File: src/rtl/repeated_sub_divider_if.sv
// repeated_sub_divider_if: start/done handshake, operands and results of the repeated-subtraction divider
interface repeated_sub_divider_if #(parameter int WIDTH = 16);
    logic             start;
    logic [WIDTH-1:0] dividend;
    logic [WIDTH-1:0] divisor;
    logic             busy;
    logic             done;
    logic             div_by_zero;
    logic [WIDTH-1:0] quotient;
    logic [WIDTH-1:0] remainder;
    modport master (output start, dividend, divisor, input busy, done, div_by_zero, quotient, remainder);
    modport slave (input start, dividend, divisor, output busy, done, div_by_zero, quotient, remainder);
endinterface

File: src/rtl/repeated_sub_divider.sv
// repeated_sub_divider: unsigned divider subtracting the divisor once per cycle until the remainder drops below it
module repeated_sub_divider #(
    parameter int WIDTH = 16
) (
    input logic                   clk,
    input logic                   rst_n,
    repeated_sub_divider_if.slave bus
);
    typedef enum logic [1:0] {IDLE, LOAD, SUB, DONE} state_t;
    state_t           state, state_d;
    logic [WIDTH-1:0] a, a_d, b, b_d, q, q_d;
    logic             dz, dz_d;
    always_ff @(posedge clk) begin
        if (!rst_n) begin
            state <= IDLE;
            a     <= '0;
            b     <= '0;
            q     <= '0;
            dz    <= 1'b0;
        end else begin
            state <= state_d;
            a     <= a_d;
            b     <= b_d;
            q     <= q_d;
            dz    <= dz_d;
        end
    end
    always_comb begin
        state_d = state;
        a_d     = a;
        b_d     = b;
        q_d     = q;
        dz_d    = dz;
        case (state)
            IDLE, DONE: if (bus.start) begin
                a_d     = bus.dividend;
                b_d     = bus.divisor;
                q_d     = '0;
                dz_d    = 1'b0;
                state_d = LOAD;
            end
            LOAD: if (b == '0) begin
                q_d     = '1;
                dz_d    = 1'b1;
                state_d = DONE;
            end else begin
                state_d = SUB;
            end
            SUB: if (a >= b) begin
                a_d = a - b;
                q_d = q + 1'b1;
            end else begin
                state_d = DONE;
            end
            default: state_d = IDLE;
        endcase
    end
    assign bus.busy        = (state == LOAD) || (state == SUB);
    assign bus.done        = state == DONE;
    assign bus.div_by_zero = dz;
    assign bus.quotient    = q;
    assign bus.remainder   = a;
endmodule

File: src/flat_wrapper.sv
// flat-port wrapper written by rule: the top's interface ports become plain ports
module repeated_sub_divider_flat 
#(
    parameter int WIDTH = 16
)
  (clk, rst_n, bus_start, bus_dividend, bus_divisor, bus_busy, bus_done, bus_div_by_zero, bus_quotient, bus_remainder);
  repeated_sub_divider_if #(.WIDTH(WIDTH)) bus_i ();
  input logic clk;
  input logic rst_n;
  input wire logic [$bits(bus_i.start)-1:0] bus_start;
  input wire logic [$bits(bus_i.dividend)-1:0] bus_dividend;
  input wire logic [$bits(bus_i.divisor)-1:0] bus_divisor;
  output wire logic [$bits(bus_i.busy)-1:0] bus_busy;
  output wire logic [$bits(bus_i.done)-1:0] bus_done;
  output wire logic [$bits(bus_i.div_by_zero)-1:0] bus_div_by_zero;
  output wire logic [$bits(bus_i.quotient)-1:0] bus_quotient;
  output wire logic [$bits(bus_i.remainder)-1:0] bus_remainder;
  assign bus_i.start = bus_start;
  assign bus_i.dividend = bus_dividend;
  assign bus_i.divisor = bus_divisor;
  assign bus_busy = bus_i.busy;
  assign bus_done = bus_i.done;
  assign bus_div_by_zero = bus_i.div_by_zero;
  assign bus_quotient = bus_i.quotient;
  assign bus_remainder = bus_i.remainder;
  repeated_sub_divider #(.WIDTH(WIDTH)) u_core (.clk(clk), .rst_n(rst_n), .bus(bus_i));
endmodule
File: config.mk
export PLATFORM = sky130hd
export DESIGN_NAME = repeated_sub_divider_flat
export DESIGN_NICKNAME = d
export VERILOG_FILES = /design/src/rtl/repeated_sub_divider_if.sv /design/src/rtl/repeated_sub_divider.sv /design/src/flat_wrapper.sv
export SDC_FILE = /design/constraint.sdc
export NUM_CORES = 1
export LEC_CHECK = 0
export CAP_MARGIN = 20
export CELL_PAD_IN_SITES_DETAIL_PLACEMENT = 0
export CELL_PAD_IN_SITES_GLOBAL_PLACEMENT = 1
export CORE_MARGIN = 3
export CORE_UTILIZATION = 40
export CTS_CLUSTER_DIAMETER = 200
export DETAILED_ROUTE_END_ITERATION = 8
export GPL_ROUTABILITY_DRIVEN = 0
export PLACE_DENSITY_LB_ADDON = 0.15
export RECOVER_POWER = 100
export SLEW_MARGIN = 20
export SYNTH_ARGS = -nofsm -noshare
export SYNTH_HDL_FRONTEND = slang
export SYNTH_SLANG_ARGS = --single-unit
File: constraint.sdc
create_clock -name clk -period 5.7 [get_ports clk]
set_clock_uncertainty 0.15 [all_clocks]
set_input_delay 0.855 -clock clk [delete_from_list [all_inputs] [get_ports clk]]
set_output_delay 0.855 -clock clk [all_outputs]
set_load 0.02 [all_outputs]
==> impl_metrics.env, run 1 <==
export IMPL_status="complete, but fails checks"
export IMPL_violations="max-capacitance violations, max-slew violations"
export IMPL_drtIter0Drc=161
export IMPL_regArea_um2=1020
export IMPL_die_h_um=97.0
export IMPL_worstPathArrival_ps=4230
export IMPL_first_global_vias=3071
export IMPL_rrSetupSlack_ps=1550
export IMPL_critPathMaxStageDelay_ps=1490
export IMPL_synth_ff_type="dfxtp_1"
export IMPL_core_um2=7890
export IMPL_crit_buf_inv=1
export IMPL_rsz0062_at_grt="no"
export IMPL_n_antenna_cell=0
export IMPL_wl_met1_um=4670
export IMPL_cp_end_kind="register"
export IMPL_synth_cell_type_count=51
export IMPL_cts_sink_count=51
export IMPL_numCtsBuffers=5
export IMPL_tightest_slew_ps=1980
export IMPL_syn_area_um2=3320
export IMPL_area_delta_synth_final_pct=24.7
export IMPL_io_buffers=69
export IMPL_first_pass_iters=5
export IMPL_critical_path_slowest_cell="a21oi_1"
export IMPL_grt_util_all_layers_pct=19.6
export IMPL_io_pins=70
export IMPL_min_path_type="register to register"
export IMPL_wl_um=9400
export IMPL_chipWidth_um=97.0
export IMPL_yosysTopAreaCell="dfxtp_1"
export IMPL_vias_per_cell=5.55
export IMPL_start_util_pct=42.0
export IMPL_synth_edf_count=0
export IMPL_relSlewSlack_pct=-32.2
export IMPL_period_share_pct=72.8
export IMPL_min_delay_start="u_core.b[15]"
export IMPL_fillers=796
export IMPL_clk_transition_reported_paths_ps=100
export IMPL_fin_setup_tns_ps=0
export IMPL_grt_max_degree=34
export IMPL_setup_worst_path_start_class="register"
export IMPL_multiInputGateArea_um2=2100
export IMPL_ys_ff_latch=51
export IMPL_hold_violations=0
export IMPL_h_tree_depth=2
export IMPL_hpwlAfterDp_um=6940
export IMPL_holdBufCountCts=0
export IMPL_tritoncts="done"
export IMPL_num_nets_final=560
export IMPL_final_max_slew_viol_count=27
export IMPL_power_leakage_nw=1.64
export IMPL_maxCapViolCount=1
export IMPL_synthCells=445
export IMPL_worstPathRequired_ps=5780
export IMPL_drcViolationCount=0
export IMPL_timing_hold_ws_ps=323
export IMPL_grt_pass1_wl_um=15500
export IMPL_die_area_um2=9420
export IMPL_cts_max_path_buffers=2
export IMPL_drive_gt1_share_pct=2.18
export IMPL_insertion_delay_ps=300
export IMPL_rr_startpoint="u_core.b[13]"
export IMPL_synth_top_area_share_pct=30.8
export IMPL_yosys_warnings=0
export IMPL_timing_critical_path_from="u_core.b[13]"
export IMPL_min_period_ps=4150
export IMPL_synth_area_leaders="dfxtp_1 31%, a21oi_1 9.1%, nand2_1 8.8%"
export IMPL_finalSetupViolCount=0
export IMPL_top_layer="met4"
export IMPL_crit_family="compound AO/OA/AOI/OAI gates"
export IMPL_finalNonFillerCells=606
export IMPL_path_cells="inv_1 -> ha_1 -> nand4_1 -> or4_1 -> o22a_1 -> a21oi_1 -> nand3_1 -> o211ai_1"
export IMPL_cts_root_buf="clkbuf_8"
export IMPL_wl_per_cell_um=15.5
export IMPL_placed_cells=597
export IMPL_wl_met2_um=4160
export IMPL_postSynthAreaPerCell_um2=7.45
export IMPL_synth_seq_area_share_pct=30.8
export IMPL_antenna_found_initial=0
export IMPL_grt_overflow=0
export IMPL_fmax_ghz=0.241
export IMPL_power_density_nw_per_um2=602
export IMPL_fp_row_count=32
export IMPL_cts_resized_gates=0
export IMPL_worst_ir_drop_vdd_uv=185
export IMPL_num_vias=3366
export IMPL_post_cts_repair_setup_buffers=0
export IMPL_synth_nets=502
export IMPL_async_reset_ff_share_pct=0
export IMPL_wl_met3_um=497
export IMPL_crit_type="register to register"
export IMPL_ant_nets=0
export IMPL_path_max_fanout=26
## tightest hold or removal path: cells and delay by family, from the launching register on
family	cells	cell delay, ps
flip-flops	1	330
AND/OR/NAND/NOR	1	50
AO/OA/AOI/OAI	1	50
## cells by family after synthesis
logic type	synth area share [%]
muxes	2.75
DFF	30.8
adders and majority gates	8.53
xor gates and xnor gates	5.02
AOI/OAI and AO/OA	26.0
buffers and inverters	5.43
and+or+nand+nor	21.5
## metrics by stage
step	area (um2)	utilization, %	worst slack (ps)	power (mW)
floorplan	3320	-	3030	1.83
global placement	4060	51.5	2350	2.30
detailed placement	4060	51.5	2270	2.31
CTS	4150	52.6	2500	2.53
global route	4140	52.4	1220	2.73
finish	4140	52.4	1550	2.49
## worst paths after layout
kind,end,cells past startpoint
worst max-delay path,u_core.bus.remainder[13],8
worst min-delay path,u_core.b[15],2
worst max register to register,u_core.bus.remainder[13],8
worst min register to register,u_core.b[15],2
## flip-flops by register name (all words and copies together), names as in the netlist
signal                  flops
u_core.bus.remainder       16
u_core.b                   16
u_core.state                2
u_core.bus.quotient        16
u_core.bus.div_by_zero      1
## synth_stat cells, drive strengths merged, types with 5 or more instances
cell and instances:
o21ai 24, a211oi 8, ha 21, nand3 18, xnor2 15, a31oi 9
inv 24, a21o 7, nand2 78, buf 5, nor2 26, or3 6
o211ai 8, clkbuf 16, dfxtp 51, nand4 11, mux2i 8, a21oi 61
o31ai 6
## report_power, final
part           switching (mW)  leakage (nW)  internal, mW
clock                   0.125        0.0412        0.0862
combinational            1.03          1.18         0.681
sequential              0.106         0.417         0.462
## layout by cell type, fill, tap and decap left out, drive strengths merged, types with 11 or more instances in the layout
cell type	instances
inv	24
xnor2	15
clkdlybuf4s50	33
dfxtp	51
o21ai	24
ha	21
nand4	11
nor2	26
nand2	78
nand3	18
dlygate4sd3	36
a21oi	61
## cell type report
type                            instances  area share [%]
Inverter                               25            2.27
Clock inverter                          2           0.303
Timing Repair Buffer                   72            17.1
Multi-Input combinational cell        348            50.8
Tap cell                              102            3.09
Clock buffer                            6            1.75
Sequential cell                        51            24.7
## layer usage
layer	up-vias	GRT usage, %
met5	-	0
met4	0	3.46
met3	12	2.88
met2	101	30.5
met1	1543	28.8
li1	1710	-
Power figures use the tool's default switching activity.
==> run 2: changes to the inputs <==
Settings changed: CORE_UTILIZATION 40 to 33.
Clock period 5.7 ns to 3.8 ns, I/O delays scaled along.
==> impl_metrics.env, run 2 (same netlist as run 1, synthesis figures left out) <==
export IMPL_fillers=1016
export IMPL_relSlewSlack_pct=44.9
export IMPL_min_period_ps=3120
export IMPL_power_leakage_nw=1.66
export IMPL_clkPwrFrac_pct=10.0
export IMPL_post_route_util_pct=44.3
export IMPL_io_pins=70
export IMPL_path_cells="inv_1 -> ha_1 -> nand4_1 -> or4_1 -> o22a_1 -> a21oi_4 -> nand3_1 -> o211ai_1"
export IMPL_num_nets_final=561
export IMPL_combPwrFrac_pct=68.0
export IMPL_drcViolationCount=0
export IMPL_final_max_slew_viol_count=0
export IMPL_fp_row_count=35
export IMPL_p_int_mw=1.93
export IMPL_seqPwrFrac_pct=22.1
export IMPL_tritoncts="done"
export IMPL_wl_um=10200
export IMPL_clk_transition_reported_paths_ps=100
export IMPL_cts_sink_count=51
export IMPL_drive_gt1_share_pct=2.98
export IMPL_area_delta_synth_final_pct=27.1
export IMPL_met1_usage_pct=26.0
export IMPL_grt_util_all_layers_pct=18.1
export IMPL_swShare_pct=50.3
export IMPL_core_um2=9500
export IMPL_grt_use_met2_pct=28.3
export IMPL_h_tree_depth=2
export IMPL_first_pass_iters=4
export IMPL_cts_resized_gates=0
export IMPL_busiest_layer="met2"
export IMPL_hpwlAfterDp_um=7600
export IMPL_ant_nets=0
export IMPL_grt_max_degree=34
export IMPL_dpl_worst_slack_ps=752
export IMPL_rsz0062_at_grt="no"
export IMPL_crit_family="compound AO/OA/AOI/OAI gates"
export IMPL_worstPathRequired_ps=3890
export IMPL_die_area_um2=11300
export IMPL_post_cts_repair_setup_buffers=0
export IMPL_path_max_fanout=26
export IMPL_worst_ir_drop_vdd_uv=273
export IMPL_power_density_nw_per_um2=921
export IMPL_die_h_um=106
export IMPL_layout_commonest_cell="nand2_1"
export IMPL_met3_usage_pct=3.52
export IMPL_n_antenna_cell=0
export IMPL_vias_per_cell=5.26
export IMPL_critPathMaxStageDelay_ps=590
export IMPL_maxCapViolCount=0
export IMPL_period_share_pct=82.1
export IMPL_regArea_um2=1020
export IMPL_start_util_pct=34.9
export IMPL_power_switching_mw=1.95
export IMPL_p_total_mw=3.88
export IMPL_io_buffers=69
export IMPL_cp_end_kind="register"
export IMPL_holdBufCountCts=0
export IMPL_crit_buf_inv=1
export IMPL_num_vias=3327
export IMPL_grt_pass1_wl_um=16700
export IMPL_multiInputGateArea_um2=2110
export IMPL_final_setup_worst_slack_ps=681
export IMPL_worstPathArrival_ps=3210
export IMPL_first_global_vias=3230
export IMPL_min_path_type="register to register"
export IMPL_wl_per_cell_um=16.1
export IMPL_finalSetupViolCount=0
export IMPL_cts_root_buf="clkbuf_8"
export IMPL_status="completed"
export IMPL_setup_worst_path_start_class="register"
export IMPL_critical_path_slowest_cell="a21oi_4"
export IMPL_crit_type="register to register"
export IMPL_finalInstanceArea_um2=4210
export IMPL_tightest_slew_ps=805
export IMPL_numCtsBuffers=5
export IMPL_insertion_delay_ps=310
export IMPL_fmax_ghz=0.321
export IMPL_grt_overflow=0
export IMPL_cts_max_path_buffers=2
export IMPL_hold_violations=0
export IMPL_mostFrequentLayoutCells="78 x nand2_1, 60 x a21oi_1, 51 x dfxtp_1, 35 x dlygate4sd3_1, 34 x clkdlybuf4s50_1"
export IMPL_place_area_um2=4110
export IMPL_antenna_found_initial=0
export IMPL_fin_setup_tns_ps=0
export IMPL_chipWidth_um=106
export IMPL_drtIter0Drc=199
## run 2: changes by cell type in the layout (fill, tap and decap cells not counted), sizes merged
cell | before | now
clkinvlp | 1 | 0
clkdlybuf4s50 | 33 | 34
buf | 1 | 4
bufinv | 0 | 1
clkbuf | 8 | 6
clkinv | 2 | 1
dlygate4sd3 | 36 | 35
## run 2: path summary, 6_finish.rpt
kind / cells past startpoint / start / endpoint / slack [ps]
worst max-delay path: 8 / u_core.b[8] / u_core.bus.remainder[13] / 680
worst min-delay path: 2 / u_core.b[9] / u_core.b[9] / 330
worst max register to register: 8 / u_core.b[8] / u_core.bus.remainder[13] / 680
worst min register to register: 2 / u_core.b[9] / u_core.b[9] / 330
## run 2: cell type report
| type | count | area share [%] |
|---|---|---|
| Multi-Input combinational cell | 348 | 50.2 |
| Sequential cell | 51 | 24.2 |
| Timing Repair Buffer | 73 | 17.1 |
| Tap cell | 129 | 3.83 |
| Inverter | 25 | 2.23 |
| Clock buffer | 6 | 1.72 |
| Clock inverter | 1 | 0.713 |
## run 2: per-layer routing
metal / vias to the layer above / part of all wire (%) / wire length [um]
li1: 1705 / - / -
met3: 8 / 5.7 / 577
met2: 77 / 44 / 4480
met4: 0 / 0.83 / 85
met1: 1537 / 50 / 5060
met5: - / 0 / 0
## run 2: metrics by stage
| step | hold slack (ps) | instances |
|---|---|---|
| after floorplan | 299 | 445 |
| after global placement | 314 | 626 |
| after detailed placement | 314 | 626 |
| after CTS | 329 | 633 |
| after global routing | 353 | 633 |
| final | 333 | 633 |
## run 2: power by group through the flow
stage | Combinational [mW] | Sequential [mW] | Clock [mW]
after floorplan | 1.79 | 0.963 | 0
after global placement | 2.67 | 0.873 | 0
after detailed placement | 2.67 | 0.876 | 0
after CTS | 2.68 | 0.864 | 0.400
after global routing | 2.94 | 0.883 | 0.413
final | 2.64 | 0.856 | 0.387
## run 2: worst min-delay path, stage by stage, from the launching register on
cell	delay, ps
dfxtp_1	330
nand2_1	60
a21oi_1	50
==> run 3: changes to the inputs <==
Settings changed: CORE_UTILIZATION 33 to 37.
Clock period 3.8 ns to 3.25 ns, I/O delays scaled along.
==> impl_metrics.env, run 3 (same netlist as run 1, synthesis figures left out) <==
export IMPL_status="completed"
export IMPL_grt_util_all_layers_pct=19.3
export IMPL_num_nets_final=567
export IMPL_rrSetupSlack_ps=340
export IMPL_final_setup_worst_slack_ps=262
export IMPL_min_period_ps=2990
export IMPL_post_route_util_pct=49.9
export IMPL_min_path_type="register to register"
export IMPL_drive_gt1_share_pct=3.92
export IMPL_insertion_delay_ps=300
export IMPL_rr_startpoint="u_core.b[0]"
export IMPL_fin_setup_tns_ps=0
export IMPL_crit_end="bus_busy"
export IMPL_cts_resized_gates=0
export IMPL_finalSetupViolCount=0
export IMPL_holdBufCountCts=0
export IMPL_path_cells="inv_1 -> ha_1 -> clkinv_1 -> dlygate4sd3_1"
export IMPL_maxCapViolCount=0
export IMPL_rsz0062_at_grt="no"
export IMPL_first_global_vias=3086
export IMPL_chipWidth_um=101
export IMPL_numCtsBuffers=5
export IMPL_grt_max_degree=34
export IMPL_start_util_pct=39.2
export IMPL_power_density_nw_per_um2=1080
export IMPL_worstSetupPathDepth=4
export IMPL_grt_pass1_wl_um=15800
export IMPL_h_tree_depth=2
export IMPL_layout_commonest_cell="nand2_1"
export IMPL_r2r_end="u_core.bus.remainder[10]"
export IMPL_worst_ir_drop_vdd_uv=470
export IMPL_cts_root_buf="clkbuf_8"
export IMPL_mostFrequentLayoutCells="78 x nand2_1, 60 x a21oi_1, 51 x dfxtp_1, 35 x dlygate4sd3_1, 34 x clkdlybuf4s50_1"
export IMPL_drcViolationCount=0
export IMPL_tightest_slew_ps=566
export IMPL_critPathMaxStageDelay_ps=740
export IMPL_finalInstanceArea_um2=4220
export IMPL_tritoncts="done"
export IMPL_io_buffers=69
export IMPL_fmax_ghz=0.335
export IMPL_setup_worst_path_start_class="register"
export IMPL_dpl_worst_slack_ps=367
export IMPL_wl_um=9790
export IMPL_period_share_pct=91.9
export IMPL_critical_path_slowest_cell="dlygate4sd3_1"
export IMPL_final_max_slew_viol_count=0
export IMPL_n_antenna_cell=0
export IMPL_timing_hold_ws_ps=324
export IMPL_relSlewSlack_pct=62.1
export IMPL_timing_critical_path_from="u_core.state[0]"
export IMPL_clk_transition_reported_paths_ps=100
export IMPL_io_pins=70
export IMPL_power_leakage_nw=1.69
export IMPL_hpwlAfterDp_um=7370
export IMPL_drtIter0Drc=170
export IMPL_cts_sink_count=51
export IMPL_antenna_found_initial=0
export IMPL_ant_nets=0
export IMPL_fp_row_count=33
export IMPL_grt_overflow=0
export IMPL_crit_family="buffers and inverters"
export IMPL_cts_max_path_buffers=2
export IMPL_crit_buf_inv=3
export IMPL_vias_per_cell=5.44
export IMPL_hold_violations=0
export IMPL_place_area_um2=4130
export IMPL_path_max_fanout=10
export IMPL_post_cts_repair_setup_buffers=0
export IMPL_worstPathRequired_ps=2610
export IMPL_rr_worst_depth=9
export IMPL_die_h_um=101
export IMPL_core_um2=8460
export IMPL_first_pass_iters=4
export IMPL_worstPathArrival_ps=2350
export IMPL_wl_per_cell_um=15.9
export IMPL_area_delta_synth_final_pct=27.4
export IMPL_cp_end_kind="primary output"
export IMPL_die_area_um2=10100
export IMPL_crit_type="register to primary output"
export IMPL_num_vias=3347
==> run 3: changes by cell type in the layout (fill, tap and decap cells not counted) <==
cell	change
inv_2	-1
clkbuf_2	+2
inv_1	+1
and2_0	+1
buf_4	+4
and2_1	-1
==> run 3: worst min path at each step <==
stage / start / to / slack, ps / cells past startpoint
final: u_core.b[11] / u_core.b[11] / 320 / 2
after global routing: u_core.b[3] / u_core.b[3] / 350 / 2
after global placement: u_core.b[15] / u_core.b[15] / 310 / 2
after detailed placement: u_core.b[8] / u_core.b[8] / 310 / 2
after CTS: u_core.b[8] / u_core.b[8] / 330 / 2
after floorplan: u_core.b[13] / u_core.b[13] / 300 / 2
==> run 3: tightest hold or removal path: stages, from the launching register on <==
cell	delay [ps]
dfxtp_1	330
nand2_1	50
a21oi_1	50
==> run 3: final cells by class <==
cell class                      instances  area, um2
Clock inverter                          1       30.0
Tap cell                              105        131
Inverter                               25       93.8
Multi-Input combinational cell        348       2110
Fill cell                             841       4240
Sequential cell                        51       1020
Timing Repair Buffer                   79        761
Clock buffer                            6       72.6
==> run 3: per-stage QoR <==
step,std cells,total power [mW]
global route,615,4.97
finish,615,4.58
global placement,608,4.20
CTS,615,4.66
detailed placement,608,4.20
floorplan,445,3.21
==> run 3: metal layers <==
metal  vias to the layer above  global-route usage [%]  wire, um
met5                         -                       0         0
met4                         0                    3.11        41
met3                         4                    3.04       573
met2                        88                    29.0      4240
met1                      1535                    29.2      4930
li1                       1720                       -         -
==> run 3: where the power goes <==
| group | leakage, nW | internal (mW) | switching, mW |
|---|---|---|---|
| clock | 0.0513 | 0.226 | 0.219 |
| combinational | 1.22 | 1.26 | 1.88 |
| sequential | 0.417 | 0.809 | 0.184 |
| total | 1.69 | 2.30 | 2.28 |
